<file path="src/rtl/alu_result_stage.sv">
// Write-back stage behind the ALU: queues {result, flags, opcode} in a small FIFO with a
// valid/ready consumer port, keeps sticky flags and an accept counter, and checks flag sanity.
module alu_result_stage #(
   parameter int WIDTH = 16,
   parameter int DEPTH = 4
) (
   input  logic                     clk,
   input  logic                     rstN,
   input  logic                     inValid,
   output logic                     inReady,
   input  logic [WIDTH-1:0]         inW,
   input  logic                     inZer,
   input  logic                     inNeg,
   input  logic [2:0]               inOpc,
   output logic                     outValid,
   input  logic                     outReady,
   output logic [WIDTH-1:0]         outW,
   output logic                     outZer,
   output logic                     outNeg,
   output logic [2:0]               outOpc,
   output logic                     stickyZer,
   output logic                     stickyNeg,
   output logic                     flagErr,
   input  logic                     clrSticky,
   output logic [7:0]               acceptCount,
   output logic [$clog2(DEPTH):0]   level
);

   localparam int AW = $clog2(DEPTH);
   localparam int LW = AW + 1;

   typedef struct packed {
      logic [WIDTH-1:0] w;
      logic             zer;
      logic             neg;
      logic [2:0]       opc;
   } entry_t;

   entry_t          mem [DEPTH];
   entry_t          head;
   logic [AW-1:0]   wr_ptr;
   logic [AW-1:0]   rd_ptr;
   logic            push;
   logic            pop;
   logic            mismatch;

   // Ready/valid depend only on registered occupancy, so outReady never reaches inReady.
   assign inReady  = (level != LW'(DEPTH));
   assign outValid = (level != '0);
   assign push     = inValid && inReady;
   assign pop      = outValid && outReady;
   assign mismatch = (inZer != (inW == '0)) || (inNeg != inW[WIDTH-1]);

   assign head   = mem[rd_ptr];
   assign outW   = head.w;
   assign outZer = head.zer;
   assign outNeg = head.neg;
   assign outOpc = head.opc;

   // NOTE: storage is reset too, so the head outputs read as zero straight out of reset;
   // this costs a reset net per storage flop, which is acceptable at this tiny depth.
   always_ff @(posedge clk or negedge rstN) begin
      if (!rstN) begin
         for (int i = 0; i < DEPTH; i++) mem[i] <= '0;
         wr_ptr <= '0;
      end else if (push) begin
         mem[wr_ptr] <= '{w: inW, zer: inZer, neg: inNeg, opc: inOpc};
         wr_ptr      <= wr_ptr + AW'(1);
      end
   end

   // NOTE: all state uses non-blocking assignments so every register samples pre-edge values.
   always_ff @(posedge clk or negedge rstN) begin
      if (!rstN) begin
         rd_ptr <= '0;
         level  <= '0;
      end else begin
         if (pop) rd_ptr <= rd_ptr + AW'(1);
         case ({push, pop})
            2'b10:   level <= level + LW'(1);
            2'b01:   level <= level - LW'(1);
            default: level <= level;
         endcase
      end
   end

   // A set from this cycle's push overrides a simultaneous clear.
   always_ff @(posedge clk or negedge rstN) begin
      if (!rstN) begin
         stickyZer   <= 1'b0;
         stickyNeg   <= 1'b0;
         flagErr     <= 1'b0;
         acceptCount <= '0;
      end else begin
         stickyZer <= (stickyZer && !clrSticky) || (push && inZer);
         stickyNeg <= (stickyNeg && !clrSticky) || (push && inNeg);
         flagErr   <= (flagErr   && !clrSticky) || (push && mismatch);
         if (push) acceptCount <= acceptCount + 8'd1;
      end
   end

endmodule

</file>
<file path="config.mk">
export PLATFORM = sky130hd
export DESIGN_NAME = alu_result_stage
export DESIGN_NICKNAME = d
export VERILOG_FILES = /design/src/rtl/alu_result_stage.sv
export SDC_FILE = /design/constraint.sdc
export NUM_CORES = 1
export LEC_CHECK = 0
export ABC_AREA = 1
export CORE_MARGIN = 2
export CORE_UTILIZATION = 52
export CTS_BUF_LIST = sky130_fd_sc_hd__clkbuf_8
export DETAILED_ROUTE_END_ITERATION = 10
export HOLD_SLACK_MARGIN = 0.12
export PLACE_DENSITY = 0.81
export SYNTH_ARGS = -nofsm -noshare
export SYNTH_HDL_FRONTEND = slang
export SYNTH_SLANG_ARGS = --single-unit
</file>
<file path="constraint.sdc">
create_clock -name clk -period 1.8 [get_ports clk]
set_input_delay 0.36 -clock clk [delete_from_list [all_inputs] [get_ports clk]]
set_output_delay 0.36 -clock clk [all_outputs]
set_load 0.05 [all_outputs]
</file>
Word level (Yosys, flattened, before mapping) --
Cells that the tools add are included.
Storage, ports and cells: bits in registers 102, input bits 26, word-level logic and storage cells 62
Operators by class: add/subtract/negate cells 5, order comparisons 3, equality and inequality tests 5, multiplexer cells 7, bitwise logic cells 2, reductions and logical operators 17
Operators by type and width (number):
- bitwise mux 84 bit | 1
- 2-to-1 mux 21 bit | 3
- binary-select mux 21 bit (select 2 bit) | 1
- demux 21 bit (select 2 bit) | 1
- zero test 16 bit | 1
- logical AND 1 bit | 9
- adder 8 x 1 -> 8 bit, second input constant | 1
- greater-or-equal comparator 3 bit, second input constant | 2
- inverter 2 -> 3 bit | 2
- one-hot mux 3 bit (2 select lines) | 1
- adder 2 x 1 -> 2 bit, second input constant | 2
- logical OR 1 bit | 4
- adder 3 x 1 -> 3 bit, second input constant | 1
- less-than comparator 3 x 1 -> 1 bit, second input constant | 1
- != test 3 bit, second input constant | 1
- nonzero test 3 bit | 1
- subtractor 3 x 1 -> 3 bit, second input constant | 1
- equality test 2 x 1 -> 1 bit, second input constant | 1
- equality test 2 bit, second input constant | 1
- != test 1 bit | 2
- nonzero test 2 bit | 1
- zero test 1 bit | 1

Depth between registers and ports, before layout --
Gate-level depths: netlist of run 1.
depth in word-level cells 6, mapped depth 9, gate-level depth less buffers 9

Worst setup path after synthesis of run 1 --
Ideal clock, no wire load.
kind flip-flop to flip-flop, start reg level[2], end reg level[2], data arrival time 2.426 ns, data required time 1.669 ns, slack -0.757 ns, stages on the path, launching flop included 10, buffers on the path 0, cells stage by stage dfrtp_1 inv_1 nand3_1 and2_1 ha_1 inv_1 fa_1 a21oi_1 o21ai_0 xor2_1
On the way: longest elaborated chain between the ends 4, elaborated cells between the ends (all ways) 10
RTL lines:
- from (decl) | RTL line 26 | output logic [$clog2(DEPTH):0] level
- from (signal assigned) | RTL line 80 | 2'b10: level <= level + LW'(1);
- from (signal assigned) | RTL line 81 | 2'b01: level <= level - LW'(1);
- from (signal assigned) | RTL line 82 | default: level <= level;
- nonzero test 3 bit * | RTL line 49 | assign outValid = (level != '0);
- net outValid | RTL line 15 | output logic outValid,
- logical AND 1 bit * | RTL line 51 | assign pop = outValid && outReady;
- net pop | RTL line 44 | logic pop;
- equality test 2 x 1 -> 1 bit or equality test 2 bit (tied branches) | RTL line 79 | case ({push, pop})
- one-hot mux 3 bit (2 select lines) or nonzero test 2 bit (tied branches)
The timed path passes the listed nets; every way through them passes the cells marked *. A chain may end at the register's enable or synchronous reset.

Worst setup path in the final report of run 1 --
start reg rd_ptr[0], end out outW[3]
On the way: longest elaborated chain between the ends 4
RTL lines:
- from (decl) | RTL line 42 | logic [AW-1:0] rd_ptr;
- from (signal assigned) | RTL line 78 | if (pop) rd_ptr <= rd_ptr + AW'(1);
- inverter 2 -> 3 bit (implied by the code) | RTL line 54 | assign head = mem[rd_ptr];
- binary-select mux 21 bit (select 2 bit) | RTL line 54
- 2-to-1 mux 21 bit (implied by the code) (2 in series) | RTL line 54
- to (decl) | RTL line 17 | output logic [WIDTH-1:0] outW,
No other way between the ends. The select of a mux whose other input is x is not followed.

==> results of run 1 <==
power by group through the flow:
stage / registers, mW / logic (mW) / clock network, mW
2_1_floorplan: 4.23 / 5.08 / 0
3_3_place_gp: 3.94 / 7.23 / 0
3_5_place_dp: 3.99 / 7.41 / 0
4_1_cts: 3.97 / 7.90 / 1.73
5_1_grt: 4.10 / 8.62 / 1.82
6_report: 3.98 / 8.04 / 1.71
flip-flops by register name, summed over array words and instances (netlist names):
register and cells:
acceptCount 8, flagErr 1, level 3, mem 84, rd_ptr 2, stickyNeg 1
stickyZer 1, wr_ptr 2
logic make-up after synthesis:
group | Yosys count | synth area share
AOI/OAI and AO/OA | 153 | 0.1824
xor gates and xnor gates | 12 | 0.02211
adders and majority gates | 7 | 0.02000
buffers and inverters | 64 | 0.07974
DFF | 102 | 0.5368
and+or+nand+nor | 180 | 0.1589
worst paths after layout:
kind                                start  depth (start not counted)        end  slack, ps
min in group clk                  mem[26]                          2    mem[26]        490
worst min-delay path                 rstN                          2  wr_ptr[0]        460
max in group asynchronous            rstN                          3    mem[30]        710
worst max-delay path            rd_ptr[0]                          5    outW[3]       -100
worst min register to register    mem[26]                          2    mem[26]        490
worst max register to register   level[0]                          9   level[2]         90
synth_stat cells:
cell type    n  share of area
o22ai_1     21          0.028
nand3_4      1         0.0037
nand3_1      3         0.0032
ha_1         6          0.016
clkbuf_1     8         0.0063
nand2_2      1         0.0013
inv_2        2         0.0016
nand2_4      4         0.0095
buf_2        4         0.0042
dfrtp_1    102           0.54
o21ai_2     20          0.037
nand2_8      1         0.0042
o21ai_1     64          0.067
and2_1       1         0.0013
xor2_1       8          0.015
fa_1         1         0.0042
xnor2_1      4         0.0074
nor3_2       1         0.0021
nor2_1      55          0.043
clkbuf_2     1         0.0011
inv_1       32          0.025
o21ai_0     47          0.049
nand4_1      2         0.0026
buf_6       16          0.038
nand2_1    111          0.088
a21oi_1      1         0.0011
inv_12       1         0.0034
per-layer routing:
layer / global-route usage / wire [um] / vias to the layer above
met4: 0.08641 / 171 / 0
met1: 0.3151 / 4824 / 1883
met3: 0.05271 / 539 / 14
met2: 0.3909 / 5521 / 114
met5: 0 / 0 / -
li1: - / - / 1865
metrics by stage:
step	cells	utilization	hold slack, ps	area, sq um	setup TNS [ps]
CTS	705	0.6868	472.2	6048	-1708
global placement	684	0.6445	328.5	5675	-125.4
finish	707	0.6914	464.6	6088	-1492
floorplan	518	-	64.41	4925	-328.3
global route	707	0.6914	505.3	6088	-2828
detailed placement	684	0.6445	335.3	5675	-227.8
timing repair:
action | in CTS | in global routing
pin swaps | 0 | 2
cloned | 2 | 0
hold buffers | 1 | 0
buffers inserted | 2 | 2
gates resized for setup | 42 | 20
endpoints found under the setup margin | 21 | 22
hold endpoints to repair | 29 | 0
area by class of cell:
class | instances | area (sq um) | area share
Timing Repair Buffer | 94 | 1012 | 0.1663
Clock inverter | 7 | 115.1 | 0.01891
Clock buffer | 9 | 123.9 | 0.02035
Inverter | 35 | 153.9 | 0.02528
Multi-Input combinational cell | 352 | 1989 | 0.3268
Tap cell | 108 | 135.1 | 0.02219
Sequential cell | 102 | 2559 | 0.4203
==> key figures, run 1 <==
Outcome
  – Status: finished, violations left
  – Violated checks: negative setup slack

Timing
  – Final setup margin: -98.16 ps
  – RSZ-0062 raised after global routing: true
  – Final worst path period share: 1.055
  – Hold Vio Cnt, Final: 0
  – Pins Over Slew Limit: 0
  – Clock skew: roughly 14 ps
  – Slew at the pin closest to its max-slew limit: 436.9 ps
  – Min cycle time layout: approximately 1900 ps
  – Setup violators final: 21
  – Peak Freq: around 530 MHz
  – Max-slew headroom: 0.7087

Die
  – Die height: 99.62 um
  – Core ar.: ~8800 sq um
  – DIE AREA: 9924 sq um
  – # IOs: 63
  – Starting Density: 0.5399
  – Core Rows: 34
  – Die width: roughly 100 um

CTS
  – CTS tree: done
  – Sink Count: ~100
  – H-tree depth: 3
  – Root Buffer: clkbuf_8
  – Clock insertion delay at the later pin of the skew report: 380 ps
  – Clk buf depth: 2
  – CTS clk-pin slew, worst paths: around 100 ps
  – Inserted Clock Buffers: 9

Setup path
  – Crit-path cells: inv_4 > buf_12 > nor2_1 > o22ai_2 > buf_6
  – CP max FO: 18
  – Critical path type: reg2out
  – CP delay by family, top: flip-flops
  – Worst setup EP type: primary output
  – Crit-path max cell delay: around 460 ps
  – CP Launch Type: flop
  – CP max-delay cell: dfrtp_2
  – Required @ worst endpoint: 1440 ps
  – Buf+Inv Stages, Crit Path: 3
  – Critical Path AT: approximately 1500 ps

Place
  – Post-DP HPWL: 7.371 mm
  – DP Worst Slack: -161.7 ps
  – IO buf count: 62
  – Global placement routability congestion: between 0.7 and 0.8

Synth
  – Synthesis Warnings: 0
  – Syn_nets: 551
  – Mapped Area: 4755 sq um
  – Post-synthesis register bit count: 102
  – Post-Syn Area per Cell: 9.179 sq um
  – Number of distinct library cells after synthesis: 27
  – Sequential share of the synthesized area: 0.5368
  – Post-Syn Instances: 518

Hold path
  – Hold Crit Class: in2async

Layout
  – Filler instances: between 600 and 700
  – Most common cell after layout, fill and taps aside: nand2_1
  – Layout cell share with drive strength beyond 1: 0.2504
  – Layout Nets: 627
  – Antenna diodes: 0
  – Commonest non-fill, non-tap cells in the layout: nand2_1, dfrtp_1, o21ai_1, nor2_1, buf_4
  – Area Overhead vs Synth: 28.05%

Drt
  – WL final: 11.06 mm
  – DRC Markers: 0
  – Vias post-DR: a little under 4,000
  – DR vias/cell: ~5.5
  – Antenna Nets Post-Route: 0
  – DRT iter0 DRCs: 239
  – First drt pass iteration count: 5
  – Detail-routed net length per standard cell: 15.64 um

Power
  – Power Dens Cells: 2254 nW/um^2
  – Sw frac: 0.4672
  – Clock power frac: 0.125
  – Internal: about 7.3 mW
  – Comb power frac: 0.585
  – Total power: about 14 mW
  – Flop pwr share: 0.290
  – Pleak: 2.913 nW
  – Psw: 6.412 mW
  – Peak VDD IR: 1230 uV

GRT
  – Global-route wire length before repair: roughly 19 mm
  – Initial antenna violation count: 0
  – Grt total ovfl: 0
  – Overall routing resource usage: 0.2388
  – Vias in the first global route: 3,879
  – Largest net degree at the start of global routing: between 50 and 60

Run
  – Max-cap viol count: 0
Power figures use the tool's default switching activity.
==> inputs of run 2 (changes only) <==
- ABC_AREA: 1 -> not set
- CORE_UTILIZATION: 52 -> 51
- PLACE_DENSITY: 0.81 -> 0.8
==> run 2 against run 1 <==
  * The run still ends with negative setup slack left
  * Sequential share of layout area increased by 2.4 points
  * Die area down 1.3%
  * Count of clock-buffer cells in the layout unchanged
  * First-iteration DRC count fell by 64%
  * Critical path type unchanged
==> key figures, run 2 <==
Drt
  – First drt pass iteration count: 4
  – Antenna Nets Post-Route: 0
  – DR vias/cell: about 5.4
  – Detail-routed net length per standard cell: 17.47 um
  – Vias post-DR: 2,623
  – DRT iter0 DRCs: slightly below 90
  – WL final: 8.509 mm
  – DRC Markers: 0

Synth
  – EDFF count, synth: 0
  – Ys async rst share: 1.000
  – Sequential share of the synthesized area: 0.5550
  – Post-synthesis register bit count: 102
  – Post-Synth XOR/XNOR Area: 0.02856
  – Yosys top cell by area: dfrtp_1
  – Cell with the most instances after synthesis: dfrtp_1
  – Number of distinct library cells after synthesis: 29
  – Post-Syn Area per Cell: ~16 sq um
  – Synth cell count leaders: dfrtp_1, mux2_2, mux4_2
  – Post-synthesis simple-gate area fraction: 0.03727
  – Post-synth top flop: dfrtp_1
  – Synth Area in Compound Gates: 0.009521
  – Synthesis Warnings: 0
  – Syn_nets: roughly 320
  – Top cell type's share of synthesized area: 0.5550
  – Mapped Area: 4599 sq um
  – Synth Area in Adders: 0.02067
  – Largest family of logic cells by synthesized area: multiplexers
  – Synth top area cells: dfrtp_1, mux2_2, mux4_2
  – Mux contribution to synthesized area: 0.3164
  – Post-Syn Instances: 286

Layout
  – Layout cell share with drive strength beyond 1: 0.5383
  – Top Registers: mem (84), acceptCount (8), level (3)
  – Biggest register: mem
  – Filler instances: between 600 and 700
  – Final instance area: 5762 sq um
  – Layout Nets: 407
  – Most common cell after layout, fill and taps aside: dfrtp_1
  – Antenna diodes: 0
  – Max FFs per register: 84
  – Area Overhead vs Synth: 25.27%
  – Util after Layout: 0.6607
  – Commonest non-fill, non-tap cells in the layout: dfrtp_1, mux2_2, buf_4, clkdlybuf4s50_1

CTS
  – Inserted Clock Buffers: 9
  – Clk buf depth: 2
  – Clock insertion delay at the later pin of the skew report: 360 ps
  – Root Buffer: clkbuf_8
  – H-tree depth: 3
  – Sink Count: slightly above 100
  – CTS clk-pin slew, worst paths: 100 ps
  – CTS tree: done

Die
  – Die width: 98.97 um
  – Starting Density: 0.5274
  – # IOs: 63
  – Core ar.: 8721 sq um
  – Die height: 98.97 um
  – DIE AREA: 9794 sq um
  – Core Rows: 34

Outcome
  – Violated checks: negative setup slack
  – Status: finished, violations left

Timing
  – Clock skew: 8.499 ps
  – Max-slew headroom: 0.7146
  – Slew at the pin closest to its max-slew limit: 424.2 ps
  – Final setup margin: -276.8 ps
  – Final worst path period share: 1.154
  – RSZ-0062 raised after global routing: true
  – Setup violators final: 23
  – Setup TNS: -4921 ps
  – Pins Over Slew Limit: 0
  – Min cycle time layout: 2077 ps
  – Hold Vio Cnt, Final: 0
  – Peak Freq: 481.5 MHz

Setup path
  – Required @ worst endpoint: 1440 ps
  – CP Launch Type: flop
  – Critical path type: reg2out
  – CP max FO: 11
  – RR Startpoint: level[1]
  – Worst setup EP type: primary output
  – CP Launch Point: rd_ptr[0]
  – Critical Path AT: 1720 ps

Place
  – IO buf count: 62
  – Post-DP Area: 5401 sq um
  – Post-DP HPWL: ~5.8 mm
  – DP Worst Slack: -245.5 ps
  – Global placement routability congestion: 0.7994

GRT
  – Global-route wire length before repair: 14.48 mm
  – Grt total ovfl: 0
  – Initial antenna violation count: 0
  – Largest net degree at the start of global routing: 45
  – Overall routing resource usage: 0.1900
  – Vias in the first global route: 2,815

Hold path
  – Hold Crit Class: in2async

Run
  – Max-cap viol count: 0
==> run 2: cell families after synthesis <==
family / count (synthesis)
AO/OA/AOI/OAI: 6
XOR/XNOR: 15
adder cells (fa/ha/maj): 7
AND/OR/NAND/NOR: 27
buffers and inverters: 22
flip-flops: 102
multiplexers: 107
==> run 2: final timing paths <==
check | end | slack (ps) | cells past startpoint
max in group asynchronous | mem[30] | 770 | 3
worst min-delay path | mem[23] | 470 | 2
worst max-delay path | outW[12] | -280 | 3
worst min register to register | acceptCount[7] | 480 | 1
min in group clk | acceptCount[7] | 480 | 1
worst max register to register | level[2] | -30 | 8
==> run 2: per-stage QoR <==
stage,instances,hold WS (ps)
2_1_floorplan,286,64.41
3_3_place_gp,466,319.6
3_5_place_dp,466,324.6
4_1_cts,487,480.8
5_1_grt,487,510.7
6_report,487,471.7
==> run 2: critical path: stages (launching register included) <==
cell and delay (ps):
dfrtp_2 460, buf_12 180, mux4_2 540, buf_6 180
==> run 2: final cells by class <==
class	count	area [sq um]	area share
clock buffers	9	123.9	0.02150
clock inverters	7	96.34	0.01672
multi-input cells	162	1924	0.3340
repair buffers	91	894.6	0.1553
well taps	108	135.1	0.02345
inverters	8	30.03	0.005212
flip-flops and latches	102	2557	0.4439
==> run 2: layer usage <==
layer,part of all wire,vias to the layer above,wire length [um],track usage
met4,0.014,0,118,0.05901
met1,0.46,1355,3927,0.2706
met3,0.035,10,295,0.03901
li1,-,1214,-,-
met5,0,-,0,0
met2,0.49,44,4168,0.2978
==> run 2: what timing repair did <==
action | in CTS | in global routing
setup buffers | 3 | 1
pin swaps | 5 | 1
endpoints found under the setup margin | 23 | 23
hold endpoints to repair | 28 | 0
gates cloned | 1 | 0
hold buffers | 1 | 0
resized for setup | 23 | 2
Power of run 2 is left out: the tool's default activity adds up to more than one toggle a clock period on the data nets, which glitch-free logic cannot reach.
